[src/rtl/lsu_unaligned_if.sv]
// Core-side request/response channel of the load/store unit.
// The core owns the master modport; the LSU owns the slave modport.
interface lsu_unaligned_if #(
    parameter int ADDR_WIDTH = 12
);
    logic                  req_valid;
    logic                  req_ready;
    logic                  req_we;
    logic [2:0]            req_funct3;
    logic [ADDR_WIDTH-1:0] req_addr;
    logic [31:0]           req_wdata;
    logic                  resp_valid;
    logic                  resp_err;
    logic [31:0]           resp_rdata;

    modport master (
        output req_valid, req_we, req_funct3, req_addr, req_wdata,
        input  req_ready, resp_valid, resp_err, resp_rdata
    );

    modport slave (
        input  req_valid, req_we, req_funct3, req_addr, req_wdata,
        output req_ready, resp_valid, resp_err, resp_rdata
    );
endinterface

[src/rtl/lsu_unaligned.sv]
// RV32I load/store unit driving an aligned word-organised dmem with byte enables.
// Word-crossing accesses are split into two aligned word accesses and load data is merged.
module lsu_unaligned #(
    parameter int ADDR_WIDTH = 12
) (
    input  logic                  clk,
    input  logic                  reset,
    lsu_unaligned_if.slave        core,
    output logic [ADDR_WIDTH-3:0] mem_addr,
    output logic                  mem_rd_en,
    output logic                  mem_wr_en,
    output logic [3:0]            mem_be,
    output logic [31:0]           mem_wdata,
    input  logic [31:0]           mem_rdata
);

    localparam int WW = ADDR_WIDTH - 2;

    typedef enum logic [1:0] {
        IDLE = 2'd0,
        ACC0 = 2'd1,
        ACC1 = 2'd2,
        RESP = 2'd3
    } state_t;

    state_t state;
    state_t state_next;

    logic                  we_q;
    logic [2:0]            f3_q;
    logic [ADDR_WIDTH-1:0] addr_q;
    logic [31:0]           wdata_q;
    logic                  err_q;
    logic [31:0]           buf0;
    logic [31:0]           buf1;
    logic [31:0]           rdata_hold;
    logic                  err_hold;

    logic                  accept;
    logic [1:0]            offset;
    logic [2:0]            size_bytes;
    logic                  split;
    logic [7:0]            lane_mask;
    logic [7:0]            be64;
    logic [63:0]           wd64;
    logic [WW-1:0]         word_addr;
    logic [WW-1:0]         word_addr_next;
    logic [31:0]           shifted;
    logic [31:0]           load_ext;
    logic [31:0]           rdata_now;
    logic                  resp_live;

    function automatic logic is_illegal(input logic we, input logic [2:0] f3);
        if (we)
            return f3[2] || (f3[1:0] == 2'b11);
        else
            return (f3 == 3'b011) || (f3 == 3'b110) || (f3 == 3'b111);
    endfunction

    assign accept = core.req_valid && (state == IDLE);

    // Access geometry derived from the latched request.
    always_comb begin
        offset     = addr_q[1:0];
        size_bytes = 3'd4;
        lane_mask  = 8'h0F;
        case (f3_q[1:0])
            2'b00: begin
                size_bytes = 3'd1;
                lane_mask  = 8'h01;
            end
            2'b01: begin
                size_bytes = 3'd2;
                lane_mask  = 8'h03;
            end
            default: begin
                size_bytes = 3'd4;
                lane_mask  = 8'h0F;
            end
        endcase
        split          = (3'(offset) + size_bytes) > 3'd4;
        be64           = lane_mask << offset;
        wd64           = {32'h0, wdata_q} << {offset, 3'b000};
        word_addr      = addr_q[ADDR_WIDTH-1:2];
        word_addr_next = word_addr + WW'(1);
    end

    // Merge the two captured words, align to the access and extend per funct3.
    always_comb begin
        shifted  = 32'({buf1, buf0} >> {offset, 3'b000});
        load_ext = shifted;
        case (f3_q)
            3'b000:  load_ext = {{24{shifted[7]}}, shifted[7:0]};
            3'b001:  load_ext = {{16{shifted[15]}}, shifted[15:0]};
            3'b100:  load_ext = {24'h0, shifted[7:0]};
            3'b101:  load_ext = {16'h0, shifted[15:0]};
            default: load_ext = shifted;
        endcase
        rdata_now = (we_q || err_q) ? 32'h0 : load_ext;
    end

    always_ff @(posedge clk) begin
        if (reset) begin
            state      <= IDLE;
            we_q       <= 1'b0;
            f3_q       <= 3'b000;
            addr_q     <= '0;
            wdata_q    <= 32'h0;
            err_q      <= 1'b0;
            buf0       <= 32'h0;
            buf1       <= 32'h0;
            rdata_hold <= 32'h0;
            err_hold   <= 1'b0;
        end else begin
            state <= state_next;
            if (accept) begin
                we_q    <= core.req_we;
                f3_q    <= core.req_funct3;
                addr_q  <= core.req_addr;
                wdata_q <= core.req_wdata;
                err_q   <= is_illegal(core.req_we, core.req_funct3);
            end
            if (state == ACC0 && !we_q)
                buf0 <= mem_rdata;
            if (state == ACC1 && !we_q)
                buf1 <= mem_rdata;
            if (state == RESP) begin
                rdata_hold <= rdata_now;
                err_hold   <= err_q;
            end
        end
    end

    // Next state and dmem drive; reset suppresses any access in the current cycle.
    always_comb begin
        state_next = state;
        mem_addr   = '0;
        mem_rd_en  = 1'b0;
        mem_wr_en  = 1'b0;
        mem_be     = 4'h0;
        mem_wdata  = 32'h0;
        case (state)
            IDLE: begin
                if (core.req_valid)
                    state_next = is_illegal(core.req_we, core.req_funct3) ? RESP : ACC0;
            end
            ACC0: begin
                mem_addr   = word_addr;
                mem_rd_en  = !we_q;
                mem_wr_en  = we_q;
                mem_be     = be64[3:0];
                mem_wdata  = wd64[31:0];
                state_next = split ? ACC1 : RESP;
            end
            ACC1: begin
                mem_addr   = word_addr_next;
                mem_rd_en  = !we_q;
                mem_wr_en  = we_q;
                mem_be     = be64[7:4];
                mem_wdata  = wd64[63:32];
                state_next = RESP;
            end
            RESP: begin
                state_next = IDLE;
            end
            default: begin
                state_next = IDLE;
            end
        endcase
        if (reset) begin
            mem_addr  = '0;
            mem_rd_en = 1'b0;
            mem_wr_en = 1'b0;
            mem_be    = 4'h0;
            mem_wdata = 32'h0;
        end
    end

    assign resp_live       = (state == RESP) && !reset;
    assign core.req_ready  = (state == IDLE);
    assign core.resp_valid = resp_live;
    assign core.resp_err   = resp_live ? err_q : err_hold;
    assign core.resp_rdata = resp_live ? rdata_now : rdata_hold;

endmodule

[src/flat_wrapper.sv]
// flat-port wrapper written by rule: the top's interface ports become plain ports
module lsu_unaligned_flat 
#(
    parameter int ADDR_WIDTH = 12
)
  (clk, reset, mem_addr, mem_rd_en, mem_wr_en, mem_be, mem_wdata, mem_rdata, core_req_valid, core_req_we, core_req_funct3, core_req_addr, core_req_wdata, core_req_ready, core_resp_valid, core_resp_err, core_resp_rdata);
  lsu_unaligned_if #(.ADDR_WIDTH(ADDR_WIDTH)) core_i ();
  input  logic clk;
  input  logic reset;
  output logic [ADDR_WIDTH-3:0] mem_addr;
  output logic mem_rd_en;
  output logic mem_wr_en;
  output logic [3:0] mem_be;
  output logic [31:0] mem_wdata;
  input  logic [31:0] mem_rdata;
  input wire logic [$bits(core_i.req_valid)-1:0] core_req_valid;
  input wire logic [$bits(core_i.req_we)-1:0] core_req_we;
  input wire logic [$bits(core_i.req_funct3)-1:0] core_req_funct3;
  input wire logic [$bits(core_i.req_addr)-1:0] core_req_addr;
  input wire logic [$bits(core_i.req_wdata)-1:0] core_req_wdata;
  output wire logic [$bits(core_i.req_ready)-1:0] core_req_ready;
  output wire logic [$bits(core_i.resp_valid)-1:0] core_resp_valid;
  output wire logic [$bits(core_i.resp_err)-1:0] core_resp_err;
  output wire logic [$bits(core_i.resp_rdata)-1:0] core_resp_rdata;
  assign core_i.req_valid = core_req_valid;
  assign core_i.req_we = core_req_we;
  assign core_i.req_funct3 = core_req_funct3;
  assign core_i.req_addr = core_req_addr;
  assign core_i.req_wdata = core_req_wdata;
  assign core_req_ready = core_i.req_ready;
  assign core_resp_valid = core_i.resp_valid;
  assign core_resp_err = core_i.resp_err;
  assign core_resp_rdata = core_i.resp_rdata;
  lsu_unaligned #(.ADDR_WIDTH(ADDR_WIDTH)) u_core (.clk(clk), .reset(reset), .core(core_i), .mem_addr(mem_addr), .mem_rd_en(mem_rd_en), .mem_wr_en(mem_wr_en), .mem_be(mem_be), .mem_wdata(mem_wdata), .mem_rdata(mem_rdata));
endmodule
[config.mk]
export PLATFORM = sky130hd
export DESIGN_NAME = lsu_unaligned_flat
export DESIGN_NICKNAME = d
export VERILOG_FILES = /design/src/rtl/lsu_unaligned_if.sv /design/src/rtl/lsu_unaligned.sv /design/src/flat_wrapper.sv
export SDC_FILE = /design/constraint.sdc
export NUM_CORES = 1
export LEC_CHECK = 0
export CORE_MARGIN = 4
export CORE_UTILIZATION = 53
export CTS_BUF_LIST = sky130_fd_sc_hd__clkbuf_2
export DETAILED_ROUTE_END_ITERATION = 8
export PLACE_DENSITY = 0.83
export SETUP_SLACK_MARGIN = 0.1
export SYNTH_ARGS = -nofsm -noshare
export SYNTH_HDL_FRONTEND = slang
export SYNTH_SLANG_ARGS = --single-unit
[constraint.sdc]
create_clock -name clk -period 3.78 [get_ports clk]
set_clock_uncertainty 0.15 [all_clocks]
set_input_delay 0.945 -clock clk [delete_from_list [all_inputs] [get_ports clk]]
set_output_delay 0.945 -clock clk [all_outputs]
set_load 0.03 [all_outputs]
==> results of run 1 <==
-- worst paths after layout --
| kind | from | end | slack (ns) | cells after the start |
|---|---|---|---|---|
| max | u_core.state[0]$_SDFFE_PP0P_ | core_resp_rdata[17] | -0.07 | 6 |
| min | u_core.rdata_hold[7]$_SDFFE_PP0N_ | u_core.rdata_hold[7]$_SDFFE_PP0N_ | 0.31 | 2 |
| max reg2reg | u_core.state[0]$_SDFFE_PP0P_ | u_core.rdata_hold[18]$_SDFFE_PP0N_ | 1.48 | 6 |
| min reg2reg | u_core.rdata_hold[7]$_SDFFE_PP0N_ | u_core.rdata_hold[7]$_SDFFE_PP0N_ | 0.31 | 2 |
-- cell type report --
cell class / instances / area (µm²)
Multi-Input combinational cell: 765 / 4550
Antenna cell: 1 / 2.50
Inverter: 7 / 26.3
Tap cell: 180 / 225
Timing Repair Buffer: 214 / 2020
Sequential cell: 140 / 2820
Clock buffer: 17 / 85.1
Clock inverter: 15 / 219
Fill cell: 1052 / 3870
-- sequential cells by signal, indices dropped and copies added (netlist names) --
| signal | flops |
|---|---|
| u_core.addr_q | 12 |
| u_core.buf0 | 32 |
| u_core.buf1 | 24 |
| u_core.err_hold | 1 |
| u_core.err_q | 1 |
| u_core.f3_q | 3 |
| u_core.rdata_hold | 32 |
| u_core.state | 2 |
| u_core.wdata_q | 32 |
| u_core.we_q | 1 |
-- critical path, stage by stage, from the launching register on --
cell and delay (ns):
sky130_fd_sc_hd__dfxtp_4 0.42, sky130_fd_sc_hd__ha_4 0.14, sky130_fd_sc_hd__or4b_4 0.47, sky130_fd_sc_hd__or4_4 0.55, sky130_fd_sc_hd__clkbuf_16 0.20, sky130_fd_sc_hd__nand3_2 0.07, sky130_fd_sc_hd__buf_6 0.13
-- repair_timing --
action,in CTS,in global routing
gates cloned,1,2
resized for setup,210,92
setup buffers,14,4
setup endpoints to repair,80,73
hold buffers,0,0
-- cell families (layout without fill, tap and decap cells) --
family	Yosys count	count (layout)	share of synthesized area, %
AO/OA/AOI/OAI	242	242	19.8
XOR/XNOR	4	4	0.469
adder cells (fa/ha/maj)	8	8	1.44
buffers and inverters	92	253	5.13
flip-flops	140	140	37.5
multiplexers	82	82	12.1
other	0	1	0
AND/OR/NAND/NOR	429	429	23.5
-- cell usage after synthesis, drive strengths merged --
| master | instances |
|---|---|
| and2 | 5 |
| xor2 | 1 |
| nor2b | 7 |
| xnor2 | 3 |
| nand2b | 6 |
| o211ai | 7 |
| and3 | 2 |
| a32o | 2 |
| o21ai | 21 |
| o21a | 1 |
| o21ba | 1 |
| o22a | 9 |
| nand3b | 2 |
| or4b | 1 |
| mux2 | 24 |
| or3 | 1 |
| a22o | 11 |
| nand2 | 286 |
| a211oi | 16 |
| or4 | 1 |
| nor2 | 63 |
| mux4 | 4 |
| a31oi | 1 |
| a21oi | 126 |
| nand3 | 49 |
| inv | 7 |
| clkbuf | 64 |
| o21bai | 1 |
| a22oi | 16 |
| nand4 | 4 |
| nor3 | 1 |
| fa | 1 |
| ha | 7 |
| dfxtp | 140 |
| and4 | 1 |
| mux2i | 54 |
| buf | 21 |
| a21o | 30 |
-- cell usage in the layout (no fill, tap or decap), types with 7 or more instances in the layout --
cell type	instances
sky130_fd_sc_hd__a21o_1	30
sky130_fd_sc_hd__a21oi_1	124
sky130_fd_sc_hd__a22o_1	11
sky130_fd_sc_hd__a22oi_1	13
sky130_fd_sc_hd__buf_12	7
sky130_fd_sc_hd__buf_2	20
sky130_fd_sc_hd__buf_4	58
sky130_fd_sc_hd__buf_6	23
sky130_fd_sc_hd__clkbuf_2	23
sky130_fd_sc_hd__clkdlybuf4s50_1	83
sky130_fd_sc_hd__dfxtp_1	133
sky130_fd_sc_hd__inv_1	7
sky130_fd_sc_hd__mux2_2	24
sky130_fd_sc_hd__mux2i_1	54
sky130_fd_sc_hd__nand2_1	284
sky130_fd_sc_hd__nand3_1	37
sky130_fd_sc_hd__nand3_2	12
sky130_fd_sc_hd__nor2_1	61
sky130_fd_sc_hd__o211ai_1	7
sky130_fd_sc_hd__o21ai_0	19
sky130_fd_sc_hd__o22a_1	9
-- report_power, final --
group	switching (mW)	leakage [nW]	total, mW	internal, mW
Clock	0.583	0.179	1.09	0.504
Combinational	1.37	2.82	2.23	0.860
Sequential	0.238	1.14	1.97	1.73
Total	2.19	4.14	5.28	3.09
-- routing by layer --
metal | global-route usage, % | share of wire [%]
met1 | 40.4 | 42
met5 | 0 | 0
met4 | 11.0 | 2.7
met3 | 6.61 | 9.6
met2 | 42.7 | 46
-- metrics by stage --
stage	hold slack, ns	power (mW)	instances
after floorplan	0.273	3.25	997
after global placement	0.281	3.88	1285
after detailed placement	0.292	3.92	1285
after CTS	0.318	5.12	1332
after global routing	0.335	5.55	1339
final	0.313	5.28	1339
==> summary.txt, run 1 <==
Floorplanning
  • Chip width: 127 µm
  • Vert. Die Dim: 127 µm
  • FP Rows: 43
  • Area inside the core boundary: 13800 µm²
  • Starting Density: 54.0%
  • Die footprint: 16100 µm²
  • Count of pins on the block boundary: 166

Setup path
  • Category of the worst setup path launch point: flip-flop
  • Arrival time reported for the critical path endpoint: 2.76 ns
  • Maximum fanout encountered on the critical timing path: 8
  • Category of the worst setup path capture point: output pin
  • Worst setup path class: flip-flop to output pin
  • Worst Path Required: 2.68 ns

STA
  • Final max-slew violation count: 0
  • Minimum clock period: 3.85 ns
  • Final setup violation count: 16
  • Slew @ Worst Pin: 0.971 ns
  • Hold Violations, Final: 0
  • Maximum frequency from static timing analysis: 0.260 GHz
  • Setup TNS after final layout: -0.930 ns
  • Relative slew slack: 35.3%
  • Final critical-path setup slack: -0.0732 ns
  • Setup repair after global routing missed its margin: true
  • Tcrit/Tclk final: 102%

Layout
  • Final design instance area without fill: 9960 µm²
  • Final layout net count: 1236
  • Signed area change from the synthesized netlist to the final layout: 33.4%
  • Share of the core filled with cells in the final layout: 72.0%
  • Ratio of cells with drive above 1 in the final layout: 20.8%

Yosys
  • Most area-consuming cells after synthesis: sky130_fd_sc_hd__dfxtp_1, sky130_fd_sc_hd__nand2_1, sky130_fd_sc_hd__a21oi_1
  • Cells after synthesis: 997
  • Unique masters post-synth: 40
  • Synth Cell Area: 7470 µm²
  • Syn_area_per_cell: 7.49 µm²
  • Leading area contributor after synthesis: sky130_fd_sc_hd__dfxtp_1
  • Total of flip-flops plus latches after synthesis: 140
  • Yosys warns: 0
  • Net count after synthesis: 1088
  • Sequential fraction of the synthesis area: 37.5%
  • Area share of the largest cell type after synthesis: 37.5%

GRT
  • First-pass GRT wire length: 36800 µm
  • Global router's overall resource usage: 28.7%
  • Sum of overflow across all layers after global routing: 0
  • Initial antenna violation count: 1
  • Via count of the first global-routing pass: 7036
  • Maximum number of pins on one net before global-route repair: 42

Job
  • Max capacitance violation total: 0

Placed design
  • Port Buf Inserts: 165
  • DP HPWL: 15700 µm
  • Worst slack, placed: 0.0202 ns
  • Standard cell area after detailed placement: 9170 µm²
  • Global placer's final weighted congestion: 0.970

CTS
  • H-tree level count: 4
  • Count of clock tree sinks: 140
  • Number of buffers added by the clock tree synthesis step: 17
  • Max Root-Sink Buffers: 2
  • Library cell used as clock root buffer: sky130_fd_sc_hd__clkbuf_2
  • CTS clock-pin slew for the worst setup and hold paths: 0.20 ns
  • Clk Latency, worst-skew pair: 0.77 ns
  • CTS tree: done

Drt
  • Total wire length after detailed routing: 24300 µm
  • Drt first pass iters: 7
  • Avg Vias per Cell: 5.86
  • Detailed-route via count: 7853
  • Initial DRC count: 1062
  • Remaining number of nets flagged by the antenna check after routing: 0
  • Routed wirelength normalized by instance count: 18.1 µm
  • Post-route DRC: 0

Worst hold path
  • Hold/Removal Path Class: flip-flop to flip-flop

Power and ir drop
  • Maximum VDD drop: 0.000386 V
  • Total leakage power: 4.14 nW
  • Total power per unit cell area: 531 nW/µm²

Run status
  • Status: finished, violations left
  • Violations in the final reports: negative setup slack
Note: power is estimated with default switching activity, not from simulation.
==> inputs of run 2 (changes only) <==
Settings changed: DONT_BUFFER_PORTS set to 1, PLACE_DENSITY 0.83 to 0.72.
==> run 2 against run 1 <==
  * The run now ends clean
  * Register-to-register slack lost 0.03 ns
  * Count of clock-buffer cells in the layout unchanged
  * Design area down 10%
  * Routed wire length down 6.8%
  * Power down 3.9%
  * First-iteration DRC count down 20%
  * Non-clock buffer count down 114
  * Largest power group unchanged
==> summary.txt, run 2 (same netlist as run 1, synthesis figures left out) <==
Run status
  • Status: finished, final reports clean

Layout
  • Number of inserted filler cells in the final layout: 1227 (+17%)
  • Signed area change from the synthesized netlist to the final layout: 19.5%
  • Ratio of cells with drive above 1 in the final layout: 20.6% (-0.24 points)
  • Largest registers: u_core.buf0 (32), u_core.rdata_hold (32), u_core.wdata_q (32)
  • Final design instance area without fill: 8920 µm² (-10%)
  • Final layout net count: 1123 (-9.1%)
  • Diode count: 0 (-1)
  • Highest-count cells in the layout ignoring fill and taps: sky130_fd_sc_hd__nand2_1, sky130_fd_sc_hd__dfxtp_1, sky130_fd_sc_hd__a21oi_1
  • Most common library cell in the layout ignoring fill and taps: sky130_fd_sc_hd__nand2_1

CTS
  • H-tree level count: 4 (unchanged)
  • Number of buffers added by the clock tree synthesis step: 17 (unchanged)
  • Library cell used as clock root buffer: sky130_fd_sc_hd__clkbuf_2
  • Count of clock tree sinks: 140 (unchanged)
  • Max Root-Sink Buffers: 2 (unchanged)
  • CTS clock-pin slew for the worst setup and hold paths: 0.21 ns (about the same)
  • CTS tree: done
  • Clk Latency, worst-skew pair: 0.73 ns (-0.04 ns)

Worst hold path
  • Hold/Removal Path Class: input port to flip-flop

Placed design
  • Worst slack, placed: 0.242 ns (+0.222 ns)
  • Port Buf Inserts: 0 (-100%)
  • Standard cell area after detailed placement: 7960 µm² (-13%)
  • Global placer's final weighted congestion: 0.916 (-5.5%)
  • DP HPWL: 14900 µm (-5.0%)

STA
  • Relative slew slack: 33.1% (-2.2 points)
  • Maximum frequency from static timing analysis: 0.268 GHz (+3.2%)
  • Hold Violations, Final: 0 (unchanged)
  • Post-route worst hold slack: 0.106 ns (-0.207 ns)
  • Minimum clock period: 3.73 ns (-0.119 ns)
  • Final setup violation count: 0 (-16)
  • Slew @ Worst Pin: 1.00 ns (+0.0329 ns)
  • Setup repair after global routing missed its margin: true
  • Final max-slew violation count: 0 (unchanged)
  • Tcrit/Tclk final: 98.8% (-3.1 points)
  • Final critical-path setup slack: 0.0453 ns (+0.119 ns)

GRT
  • Maximum number of pins on one net before global-route repair: 116 (+180%)
  • Via count of the first global-routing pass: 6568 (-6.7%)
  • First-pass GRT wire length: 35200 µm (-4.2%)
  • Global router's overall resource usage: 27.4% (-1.2 points)
  • Sum of overflow across all layers after global routing: 0 (unchanged)
  • Initial antenna violation count: 0 (-1)

Setup path
  • Slowest stage cell on the critical path: sky130_fd_sc_hd__or4_4
  • Maximum fanout encountered on the critical timing path: 8 (unchanged)
  • Critical Path Max Stage Delay: 0.51 ns (-0.04 ns)
  • Worst Path Required: 2.68 ns (about the same)
  • Worst setup path class: flip-flop to output pin
  • Category of the worst setup path capture point: output pin
  • Category of the worst setup path launch point: flip-flop
  • Cell Chain, Critical Path: ha_4 -> or4b_4 -> or4_4 -> buf_12 -> nand3_2 -> buf_6
  • Arrival time reported for the critical path endpoint: 2.64 ns (-0.12 ns)

Floorplanning
  • Starting Density: 54.0% (unchanged)
  • Area inside the core boundary: 13800 µm² (unchanged)
  • Die footprint: 16100 µm² (unchanged)
  • Chip width: 127 µm (unchanged)
  • Vert. Die Dim: 127 µm (unchanged)
  • Count of pins on the block boundary: 166 (unchanged)
  • FP Rows: 43 (unchanged)

Power and ir drop
  • Part of the power in registers: 38.6% (+1.4 points)
  • Internal power consumption: 2.98 mW (-3.7%)
  • Total power per unit cell area: 569 nW/µm² (+7.3%)
  • Switching power of the nets: 2.10 mW (-4.1%)
  • Maximum VDD drop: 0.000317 V (-18%)
  • Sw Share: 41.4% (-0.092 points)
  • Share of power burned in combinational logic: 40.1% (-2.1 points)
  • Power share of the clock group: 21.3% (+0.7 points)
  • Total leakage power: 3.69 nW (-11%)

Drt
  • Avg Vias per Cell: 5.83 (-0.53%)
  • Detailed-route via count: 7146 (-9.0%)
  • Routed wirelength normalized by instance count: 18.5 µm (+1.9%)
  • Post-route DRC: 0 (unchanged)
  • Drt first pass iters: 5 (-2)
  • Total wire length after detailed routing: 22700 µm (-6.8%)
  • Remaining number of nets flagged by the antenna check after routing: 0 (unchanged)
  • Initial DRC count: 846 (-20%)

Job
  • Max capacitance violation total: 0 (unchanged)
## run 2: power groups by stage
stage | logic (mW) | registers [mW] | clock network, mW
finish | 2.04 | 1.96 | 1.08
global route | 2.22 | 2.00 | 1.15
CTS | 1.85 | 1.95 | 1.10
detailed placement | 1.71 | 2.00 | 0
global placement | 1.70 | 1.99 | 0
floorplan | 1.37 | 1.89 | 0
## run 2: area by class of cell
cell class	instances	area, µm²	area share, %
multi-input cells	766	4620	51.8
flip-flops and latches	140	2820	31.6
repair buffers	100	926	10.4
well taps	180	225	2.52
clock inverters	15	218	2.44
clock buffers	17	85.1	0.954
inverters	7	30.0	0.337
## run 2: through the flow
step                utilization (%)  total power, mW  setup TNS [ns]  std cells
global placement               57.5             3.69               0       1171
floorplan                         -             3.25               0        997
CTS                            62.5             4.89               0       1217
finish                         64.5             5.08               0       1225
global route                   64.5             5.37          -0.574       1225
detailed placement             57.5             3.72               0       1171
## run 2: final timing paths
path                                startpoint                           endpoint  slack, ns  cells after the start
max               u_core.state[1]$_SDFFE_PP0P_                core_resp_rdata[25]       0.05                      6
min reg2reg  u_core.rdata_hold[7]$_SDFFE_PP0N_  u_core.rdata_hold[7]$_SDFFE_PP0N_       0.31                      2
min                                      reset           u_core.we_q$_SDFFE_PP0P_       0.11                      1
max reg2reg       u_core.state[1]$_SDFFE_PP0P_     u_core.wdata_q[0]$_SDFFE_PP0P_       1.45                      6
## run 2: critical path, delay by kind of cell (launching register included)
| family | cells | cell delay, ns |
|---|---|---|
| and+or+nand+nor | 3 | 1.05 |
| buffers and inverters | 2 | 0.32 |
| DFF | 1 | 0.41 |
| adders and majority gates | 1 | 0.14 |
## run 2: metal layers
layer / up-vias / share of wire [%] / routed length [µm] / global-route usage (%)
met4: 0 / 2.1 / 482 / 9.46
met2: 293 / 44 / 9970 / 39.3
li1: 3493 / - / - / -
met3: 40 / 9.9 / 2240 / 8.21
met1: 3320 / 44 / 9950 / 39.3
met5: - / 0 / 0 / 0
## run 2: timing repair
action	in CTS	in global routing
endpoints found under the setup margin	60	75
cloned	3	1
buffers inserted	11	7
hold buffers	0	0
resized for setup	59	44
pin swaps	2	8
